--- config.mk ---
export PLATFORM = sky130hd
export DESIGN_NAME = fifo_wr_arbiter
export DESIGN_NICKNAME = d
export VERILOG_FILES = /design/src/rtl/fifo_arb_pkg.sv /design/src/rtl/fifo_wr_arbiter_rr_pick.sv /design/src/rtl/fifo_wr_arbiter.sv
export SDC_FILE = /design/constraint.sdc
export NUM_CORES = 1
export LEC_CHECK = 0
export BUFFER_PORTS_ARGS = -buffer_cell sky130_fd_sc_hd__buf_4
export CAP_MARGIN = 20
export CORE_MARGIN = 5
export CORE_UTILIZATION = 42
export CTS_CLUSTER_DIAMETER = 150
export CTS_CLUSTER_SIZE = 20
export DETAILED_ROUTE_END_ITERATION = 16
export PLACE_DENSITY = 0.81
export SYNTH_ARGS = -nofsm -noshare
export SYNTH_HDL_FRONTEND = slang
export SYNTH_HIERARCHICAL = 1
export SYNTH_SLANG_ARGS = --single-unit
--- constraint.sdc ---
create_clock -name clk -period 2.2 [get_ports clk]
set_input_delay 0 -clock clk [delete_from_list [all_inputs] [get_ports clk]]
set_output_delay 0 -clock clk [all_outputs]
set_load 0.05 [all_outputs]
--- src/rtl/fifo_arb_pkg.sv ---
// Shared definitions for the FIFO write-port arbiter.
//   arb_state_t     : arbiter FSM encoding (IDLE, BURST)
//   DEF_DATA_W      : default word width, matches the fifo data_in width
//   FIFO_DEPTH      : entries in the downstream fifo
//   FIFO_FULL_LVL   : occupancy at which the fifo raises full; the arbiter
//                     stops writing as soon as full is seen
package fifo_arb_pkg;

  typedef enum logic {
    IDLE  = 1'b0,
    BURST = 1'b1
  } arb_state_t;

  localparam int DEF_DATA_W    = 8;
  localparam int FIFO_DEPTH    = 64;
  localparam int FIFO_FULL_LVL = 63;

endpackage

--- src/rtl/fifo_wr_arbiter_rr_pick.sv ---
// Rotating-priority picker (purely combinational).
//   req   : request vector, one bit per producer
//   base  : index holding highest priority this round
//   valid : at least one request is asserted
//   idx   : first asserted request searching base, base+1, ... mod N_REQ
module rr_pick #(
  parameter int N_REQ = 4
) (
  input  logic [N_REQ-1:0]         req,
  input  logic [$clog2(N_REQ)-1:0] base,
  output logic                     valid,
  output logic [$clog2(N_REQ)-1:0] idx
);

  localparam int IDX_W = $clog2(N_REQ);
  localparam logic [IDX_W:0] N_W = (IDX_W + 1)'(N_REQ);

  logic [N_REQ-1:0] rot;
  logic [IDX_W:0]   sum;

  always_comb begin
    // Rotate so that bit 0 is the producer at base; the doubled vector makes
    // the rotation a plain shift.
    rot   = N_REQ'({req, req} >> base);
    valid = |req;
    idx   = '0;
    sum   = '0;
    // Descending scan: the lowest set offset is written last and wins.
    for (int k = N_REQ - 1; k >= 0; k--) begin
      if (rot[k]) begin
        sum = {1'b0, base} + (IDX_W + 1)'(k);
        if (sum >= N_W) begin
          sum = sum - N_W;
        end
        idx = sum[IDX_W-1:0];
      end
    end
  end

endmodule

--- src/rtl/fifo_wr_arbiter.sv ---
// Round-robin arbiter sharing the single fifo write port among N_REQ
// producers, one bounded burst per grant.
//   clk, rst   : clock, synchronous active-high reset
//   req        : per-producer request (word valid on req_data while high)
//   req_data   : producer words, producer i at [i*DATA_W +: DATA_W]
//   ack        : per-producer accept; a word moves when req[i] & ack[i]
//   fifo_full  : fifo full flag (registered inside the fifo)
//   fifo_wr_en : fifo write enable
//   fifo_data  : fifo write data (owner's slice)
//   owner      : current or last grant holder
//   busy       : high while a burst is in progress
module fifo_wr_arbiter
  import fifo_arb_pkg::*;
#(
  parameter int N_REQ     = 4,
  parameter int DATA_W    = DEF_DATA_W,
  parameter int MAX_BURST = 4
) (
  input  logic                      clk,
  input  logic                      rst,
  input  logic [N_REQ-1:0]          req,
  input  logic [N_REQ*DATA_W-1:0]   req_data,
  output logic [N_REQ-1:0]          ack,
  input  logic                      fifo_full,
  output logic                      fifo_wr_en,
  output logic [DATA_W-1:0]         fifo_data,
  output logic [$clog2(N_REQ)-1:0]  owner,
  output logic                      busy
);

  localparam int IDX_W  = $clog2(N_REQ);
  localparam int BEAT_W = $clog2(MAX_BURST + 1);
  localparam logic [IDX_W-1:0]  OWNER_LAST = IDX_W'(N_REQ - 1);
  localparam logic [BEAT_W-1:0] BEAT_LAST  = BEAT_W'(MAX_BURST - 1);

  arb_state_t        state, state_nxt;
  logic [IDX_W-1:0]  owner_nxt, rr_ptr, rr_ptr_nxt, rr_next, pick_idx;
  logic [BEAT_W-1:0] beats, beats_nxt;
  logic              pick_valid, own_req, xfer;

  rr_pick #(
    .N_REQ (N_REQ)
  ) u_pick (
    .req   (req),
    .base  (rr_ptr),
    .valid (pick_valid),
    .idx   (pick_idx)
  );

  // Owner's request and data; loops with compares keep the select legal for
  // non-power-of-two N_REQ.
  always_comb begin
    own_req   = 1'b0;
    fifo_data = '0;
    for (int i = 0; i < N_REQ; i++) begin
      if (owner == IDX_W'(i)) begin
        own_req   = req[i];
        fifo_data = req_data[i*DATA_W +: DATA_W];
      end
    end
  end

  // A stalled burst keeps its grant: full only masks the transfer.
  assign xfer       = (state == BURST) && own_req && !fifo_full;
  assign fifo_wr_en = xfer;
  assign busy       = (state == BURST);
  assign rr_next    = (owner == OWNER_LAST) ? '0 : owner + IDX_W'(1);

  always_comb begin
    for (int i = 0; i < N_REQ; i++) begin
      ack[i] = xfer && (owner == IDX_W'(i));
    end
  end

  always_comb begin
    state_nxt  = state;
    owner_nxt  = owner;
    rr_ptr_nxt = rr_ptr;
    beats_nxt  = beats;
    case (state)
      IDLE: begin
        if (pick_valid && !fifo_full) begin
          owner_nxt = pick_idx;
          beats_nxt = '0;
          state_nxt = BURST;
        end
      end
      BURST: begin
        if (xfer) begin
          beats_nxt = beats + BEAT_W'(1);
        end
        // Release on the last beat of the burst or as soon as the owner
        // withdraws, even while the fifo is full.
        if (!own_req || (xfer && (beats == BEAT_LAST))) begin
          state_nxt  = IDLE;
          rr_ptr_nxt = rr_next;
        end
      end
      default: state_nxt = IDLE;
    endcase
  end

  always_ff @(posedge clk) begin
    if (rst) begin
      state  <= IDLE;
      owner  <= '0;
      rr_ptr <= '0;
      beats  <= '0;
    end else begin
      state  <= state_nxt;
      owner  <= owner_nxt;
      rr_ptr <= rr_ptr_nxt;
      beats  <= beats_nxt;
    end
  end

endmodule
Yosys cells after proc, flatten, opt, wreduce, memory -nomap -nowiden:

Index checks and enable logic that the tools add are counted.

* flip-flop bits (word level): 8
* latch bits: 0
* bits in writable memories: 0
* ROM bits: 0
* input bits: 39
* output and inout port bits: 16
* logic and storage cells: 64
* memories kept: 0

* $add $sub $neg: 9
* $mul: 0
* div/mod/pow operators: 0
* magnitude comparators: 4
* equality and inequality tests: 6
* shift operators: 1
* multiplexer cells: 23
* bitwise gates (word level): 1
* reduce and logical (&&, ||, !) cells: 16

Operators with widths (count)
* $mux W8: 4
* $mux W2: 9
* $ge A3 B3 Y1 const B: 3
* $logic_and A1 B1 Y1: 8
* $shr A8 B2 Y4: 1
* $sub A2 B1 Y2 const B: 4
* $add A2 B2 Y3 const B: 2
* $mux W1: 6
* $mux W3: 2
* $pmux W3 S2: 1
* $reduce_and A2 Y1: 3
* $eq A2 B2 Y1 const B: 2
* $reduce_or A4 Y1: 1
* $add A2 B1 Y3 const B: 1
* $add A3 B1 Y3 const B: 1
* $eq A3 B2 Y1 const B: 1
* $ge A2 B3 Y1 const B: 1
* $add A2 B1 Y2 const B: 1
* $eq A2 B1 Y1 const B: 1
* $logic_not A1 Y1: 2
* $logic_not A2 Y1: 1
* $ne A2 B1 Y1 const B: 1
* $ne A2 B2 Y1 const B: 1
* $pmux W1 S2: 1
* other kinds (2): 2

Longest topological paths before layout:

Gate-level depths: netlist of run 1.

* word-level depth: 11
* mapped depth: 7
* mapped depth without buffers: 6

By module:

Netlist of run 1, hierarchy kept.

By module, submodules not included
* fifo_wr_arbiter: times used 1, cells each 96, area an instance 805.8 µm², sequential area each 160.2 µm²
* rr_pick: times used 1, cells each 11, area an instance 71.3 µm², sequential area each 0.0 µm²

Worst setup path after synthesis of run 1:

No wires, ideal clock.

* kind: flip-flop to output port
* start point: reg owner[1]
* end point: out fifo_data[0]
* arrival: 2685 ps
* data required time: 2200 ps
* path slack: -485 ps
* stages on the path, launching flop included: 6
* buffers on the path: 0
* cells stage by stage: dfxtp_1 -> inv_1 -> ha_1 -> nor2b_1 -> a221oi_1 -> o31ai_1

* word-level cells in the longest chain between the ends: 5
* elaborated cells between the ends (all ways): 8
* those cells by class: eq/ne: 3; mux: 4; reduce/logical: 1

RTL lines
* start, declared: RTL line fifo_wr_arbiter.sv:27 `output logic [$clog2(N_REQ)-1:0] owner,`
* start signal, assigned: RTL line fifo_wr_arbiter.sv:111 `owner <= owner_nxt;`
* $logic_not A2 Y1: RTL line fifo_wr_arbiter.sv:56 `if (owner == IDX_W'(i)) begin`
* $mux W8 (3 in a row): RTL line fifo_wr_arbiter.sv:56
* $mux W8 *: RTL line fifo_wr_arbiter.sv:56
* end, declared: RTL line fifo_wr_arbiter.sv:26 `output logic [DATA_W-1:0] fifo_data,`

Every way passes the cells marked *; elsewhere a longest branch is shown, timed or not.

Worst setup path after layout of run 1:

* start point: reg owner[1]
* end point: out fifo_data[5]

Same word-level chain as after synthesis.

==> flow_metrics.env, run 1 <==
export IMPL_fin_crit_sh_pct=93.2
export IMPL_min_delay_path_class="primary input to register"
export IMPL_yosysSeqAreaShare_pct=18.3
export IMPL_ys_types=37
export IMPL_die_area_mm2=0.00310
export IMPL_synth_top_area_share_pct=18.3
export IMPL_postRouteWirelength_mm=2.79
export IMPL_initial_core_util_pct=44.3
export IMPL_final_seq_area_um2=163
export IMPL_status="finished clean"
export IMPL_setup_violations=0
export IMPL_clock_sinks=8
export IMPL_clock_path_buffers=2
export IMPL_period_needed_ns=2.05
export IMPL_combPwrFrac_pct=55.6
export IMPL_io_pins=55
export IMPL_start_kind="register"
export IMPL_drive_gt1_share_pct=50.6
export IMPL_tns_ns=0
export IMPL_async_reset_ff_share_pct=0
export IMPL_synth_area_leader_cell="dfxtp_1"
export IMPL_syn_to_final_growth_pct=63.8
export IMPL_dp_hpwl_mm=2.20
export IMPL_reg2reg_slack_ns=0.37
export IMPL_cts_root_buf="clkbuf_4"
export IMPL_synth_ff_type="dfxtp_1"
export IMPL_synth_edf_count=0
export IMPL_p_clk_share_pct=19.3
export IMPL_die_w_um=55.7
export IMPL_grt_setup_unrepaired="false"
export IMPL_drc=0
export IMPL_crit_fanout=13
export IMPL_clk_latency_ns=0.27
export IMPL_grt_util_all_layers_pct=18.2
export IMPL_cts_tree="done"
export IMPL_drtIter0Drc=35
export IMPL_fin_skew_ns=0.00912
export IMPL_ys_seq_elements=8
export IMPL_grt_start_max_net_pins=19
export IMPL_grt_overflow=0
export IMPL_via_per_inst=5.36
export IMPL_worst_slew_pin_slew_ns=0.608
export IMPL_cts_buffers=3
export IMPL_chipHeight_um=55.7
export IMPL_antenna_left=0
export IMPL_path_class="register to output port"
export IMPL_multi_input_area_um2=761
export IMPL_yosys_top_cells_area="dfxtp_1, ha_1, nor2b_1, a221oi_1, o31ai_1"
export IMPL_port_buffers=54
export IMPL_synth_commonest_cells="nand2_1, nor2b_1, dfxtp_1"
export IMPL_synth_area_um2=877
export IMPL_synthCells=107
export IMPL_finalHoldViolations=0
export IMPL_internal_power_mw=0.365
export IMPL_gp_congestion=0.805
export IMPL_num_antenna_cells=0
export IMPL_power_frac_seq_pct=25.1
export IMPL_critPathArrivalTime_ns=2.05
export IMPL_num_vias=1013
export IMPL_grt_pass1_vias=973
export IMPL_ir_worst_vdd_mv=0.342
export IMPL_fillers=163
export IMPL_relSlewSlack_pct=59.3
export IMPL_cap_violations=0
export IMPL_coreArea_mm2=0.00198
export IMPL_final_nets=209
export IMPL_wl_per_cell_um=14.8
export IMPL_syn_nets=152
export IMPL_htreeDepth=1
export IMPL_power_mw=0.639
export IMPL_switchingPower_mw=0.275
export IMPL_p_sw_share_pct=43.0
export IMPL_grt_pass1_wl_mm=4.63
export IMPL_first_pass_iters=4
export IMPL_num_rows=16
export IMPL_worstSetupEndpointType="output port"
export IMPL_max_freq_mhz=488
export IMPL_yosysWarnings=6
export IMPL_drv_slew=0
export IMPL_critPathRequiredTime_ns=2.20
export IMPL_path_clk_slew_ns=0.06
export IMPL_grt_antenna_before_repair=0
export IMPL_p_leak_nw=0.632
export IMPL_syn_area_per_cell_um2=8.20
export IMPL_post_cts_buffers=0
export IMPL_p_per_area_mw_per_mm2=445
==> final timing paths <==
path         startpoint            to  cells after the start
max            owner[1]  fifo_data[5]                      6
min              req[2]      owner[0]                      4
max reg2reg    owner[1]      beats[0]                      6
min reg2reg    beats[1]      beats[1]                      2
==> layer usage <==
layer	global-route usage [%]	wire length, um
met1	22.0	1150
met2	30.4	1350
met3	6.03	264
met4	5.21	26
met5	0	0
==> kinds of logic (layout without fill, tap and decap cells) <==
| family | Yosys count | after routing | synth area share [%] |
|---|---|---|---|
| and+or+nand+nor | 48 | 48 | 34.7 |
| AOI/OAI and AO/OA | 30 | 30 | 27.5 |
| adders and majority gates | 6 | 6 | 8.56 |
| muxes | 4 | 4 | 5.28 |
| buffers and inverters | 11 | 66 | 5.71 |
| DFF | 8 | 8 | 18.3 |
==> cells in the final DEF (no fill, tap or decap), types with 2 or more instances in the layout <==
cell type and instances:
inv_1 5, a21oi_1 7, dfxtp_2 2, a221oi_1 7, clkbuf_4 3, ha_1 6, nand3b_1 2, and2_1 2
nor3b_1 2, nor2_1 7, o41ai_2 2, nand2b_1 2, and3_1 2, nand2_1 11, buf_4 57, o31ai_4 6
o21ai_2 2, nor2b_1 10, mux2i_1 2, dfxtp_1 6
==> flip-flops by register name, indices dropped and copies added, names as in the netlist <==
name,flops
beats,3
busy,1
owner,2
rr_ptr,2
==> power groups by stage <==
| stage | registers (mW) | clock network (mW) | logic [mW] |
|---|---|---|---|
| after CTS | 0.160 | 0.125 | 0.355 |
| after detailed placement | 0.163 | 0 | 0.353 |
| final | 0.160 | 0.123 | 0.356 |
| after floorplan | 0.174 | 0 | 0.220 |
| after global placement | 0.163 | 0 | 0.349 |
| after global routing | 0.162 | 0.138 | 0.377 |
==> worst max-delay path: stages (launching register included) <==
cell      delay (ns)
dfxtp_2         0.34
inv_1           0.09
ha_1            0.45
nor2b_2         0.16
a221oi_1        0.47
o31ai_4         0.08
buf_4           0.20
==> stage by stage <==
stage	hold slack [ns]	std cells	util, %	setup slack [ns]	area [um^2]
after global placement	0.274	185	70.7	0.415	1400
after global routing	0.178	189	72.5	0.0120	1440
final	0.136	189	72.5	0.149	1440
after floorplan	0.184	107	-	0.00132	971
after detailed placement	0.281	185	70.7	0.330	1400
after CTS	0.135	189	72.3	0.0368	1430
==> layout make-up <==
cell class,instances,area share (%)
Multi-Input combinational cell,88,53.0
Clock buffer,3,1.57
Sequential cell,8,11.3
Tap cell,27,2.35
Timing Repair Buffer,58,30.5
Inverter,5,1.31
==> timing repair <==
item,4_1_cts,5_1_grt
setup endpoints to repair,0,7
endpoints found under the hold margin,2,0
resized for setup,0,1
hold buffers,1,0
Power figures use the tool's default switching activity.
==> run 2: changes to the inputs <==
SETUP_SLACK_MARGIN = 0.15   (was default)
==> run 2 against run 1 <==
  * Largest cell class unchanged
  * Die area stayed put
  * Clock power about the same
  * Highest routed layer unchanged
  * Register-to-register slack improved by 0.05 ns
  * Via count rose by 2.5%
  * Combinational power about the same
  * Flip-flop and latch count stayed put
==> flow_metrics.env, run 2 (synthesis results as in run 1) <==
export IMPL_fin_skew_ns=0.00392
export IMPL_die_w_um=55.7
export IMPL_grt_util_all_layers_pct=19.4
export IMPL_wl_per_cell_um=15.6
export IMPL_critPathArrivalTime_ns=1.91
export IMPL_whs_ns=0.00741
export IMPL_worstSetupEndpointType="output port"
export IMPL_crit_fanout=13
export IMPL_crit_path_end="fifo_data[1]"
export IMPL_setup_violations=0
export IMPL_start_kind="register"
export IMPL_power_frac_seq_pct=24.8
export IMPL_placed_area_mm2=0.00141
export IMPL_period_needed_ns=1.91
export IMPL_cts_buffers=3
export IMPL_clock_path_buffers=2
export IMPL_cp_top_family="compound AO/OA/AOI/OAI gates"
export IMPL_power_mw=0.644
export IMPL_switchingPower_mw=0.274
export IMPL_slowest_stage="a221oi_1"
export IMPL_multi_input_area_um2=766
export IMPL_final_cell_mix="buf_4, nand2_1, nor2b_1"
export IMPL_status="finished clean"
export IMPL_grt_antenna_before_repair=0
export IMPL_relSlewSlack_pct=62.6
export IMPL_finalHoldViolations=0
export IMPL_port_buffers=54
export IMPL_grt_pass1_vias=994
export IMPL_path_class="register to output port"
export IMPL_htreeDepth=1
export IMPL_top_register="beats"
export IMPL_syn_to_final_growth_pct=63.9
export IMPL_final_nets=208
export IMPL_drv_slew=0
export IMPL_cp_depth=6
export IMPL_rr_startpoint="owner[0]"
export IMPL_largest_reg_flops=3
export IMPL_cp_num_buf_inv=2
export IMPL_ir_worst_vdd_mv=0.320
export IMPL_drtIter0Drc=27
export IMPL_chipHeight_um=55.7
export IMPL_num_antenna_cells=0
export IMPL_cts_root_buf="clkbuf_4"
export IMPL_p_clk_share_pct=19.5
export IMPL_num_rows=16
export IMPL_reg2reg_slack_ns=0.42
export IMPL_gp_congestion=0.811
export IMPL_clk_latency_ns=0.26
export IMPL_antenna_left=0
export IMPL_rr_worst_depth=7
export IMPL_fin_crit_sh_pct=86.9
export IMPL_timing_rr_end="rr_ptr[0]"
export IMPL_via_per_inst=5.49
export IMPL_p_sw_share_pct=42.5
export IMPL_internal_power_mw=0.370
export IMPL_final_seq_area_um2=165
export IMPL_die_area_mm2=0.00310
export IMPL_num_vias=1038
export IMPL_clock_sinks=8
export IMPL_dp_hpwl_mm=2.41
export IMPL_grt_overflow=0
export IMPL_worst_slew_pin_slew_ns=0.558
export IMPL_p_per_area_mw_per_mm2=448
export IMPL_drive_gt1_share_pct=52.5
export IMPL_min_delay_path_class="primary input to register"
export IMPL_grt_pass1_wl_mm=4.86
export IMPL_postRouteWirelength_mm=2.94
export IMPL_drc=0
export IMPL_max_freq_mhz=523
export IMPL_cap_violations=0
export IMPL_fin_util_pct=72.5
export IMPL_grt_setup_unrepaired="true"
export IMPL_fillers=151
export IMPL_grt_start_max_net_pins=18
export IMPL_critPathRequiredTime_ns=2.20
export IMPL_p_leak_nw=0.627
export IMPL_coreArea_mm2=0.00198
export IMPL_reg_top3="beats (3), owner (2), rr_ptr (2)"
export IMPL_worstSetupStartpoint="owner[1]"
export IMPL_path_clk_slew_ns=0.06
export IMPL_slowest_delay_ns=0.46
export IMPL_path_cells="inv_1, ha_2, nor2b_2, a221oi_1, o31ai_4, buf_4"
export IMPL_fin_area_mm2=0.00144
export IMPL_first_pass_iters=4
export IMPL_cts_tree="done"
export IMPL_layout_commonest_cell="buf_4"
export IMPL_ctsHoldBuffers=0
export IMPL_tns_ns=0
export IMPL_io_pins=55
export IMPL_combPwrFrac_pct=55.7
export IMPL_initial_core_util_pct=44.3
run 2: changes by cell type in the layout (fill, tap and decap cells not counted), sizes merged:
| cell | delta |
|---|---|
| clkbuf | +1 |
| dlygate4sd3 | -1 |
run 2: power by group through the flow:
stage / logic [mW] / clock network [mW] / registers [mW]
finish: 0.358 / 0.125 / 0.160
global route: 0.379 / 0.140 / 0.161
global placement: 0.350 / 0 / 0.162
detailed placement: 0.356 / 0 / 0.163
CTS: 0.358 / 0.129 / 0.160
floorplan: 0.220 / 0 / 0.173
run 2: metrics by stage:
stage / worst slack, ns / cells
6_report: 0.288 / 189
5_1_grt: 0.133 / 189
4_1_cts: 0.283 / 189
3_5_place_dp: 0.329 / 185
3_3_place_gp: 0.440 / 185
2_1_floorplan: 0.136 / 107
run 2: area by class of cell:
class / instances / area share, %
clock buffers: 4 / 1.83
flip-flops and latches: 8 / 11.5
multi-input cells: 88 / 53.3
repair buffers: 57 / 29.8
well taps: 27 / 2.35
inverters: 5 / 1.31
run 2: layer usage:
| layer | wire length (um) | GRT usage (%) |
|---|---|---|
| met1 | 1220 | 22.9 |
| met2 | 1510 | 34.0 |
| met3 | 195 | 6.26 |
| met4 | 15 | 4.17 |
| met5 | 0 | 0 |
run 2: how the worst min path moves through the flow:
stage                     start        end  cells past startpoint
final                       rst   owner[0]                      2
after global routing        rst   owner[0]                      2
after CTS                   rst   owner[0]                      2
after detailed placement    rst   owner[0]                      2
after global placement      rst   owner[0]                      2
after floorplan             rst  rr_ptr[1]                      2
run 2: repair_timing:
| action | in CTS | in global routing |
|---|---|---|
| endpoints found under the hold margin | 0 | 0 |
| setup endpoints to repair | 7 | 2 |
| setup buffers | 0 | 0 |
| resized for setup | 2 | 0 |
| pin swaps | 0 | 0 |
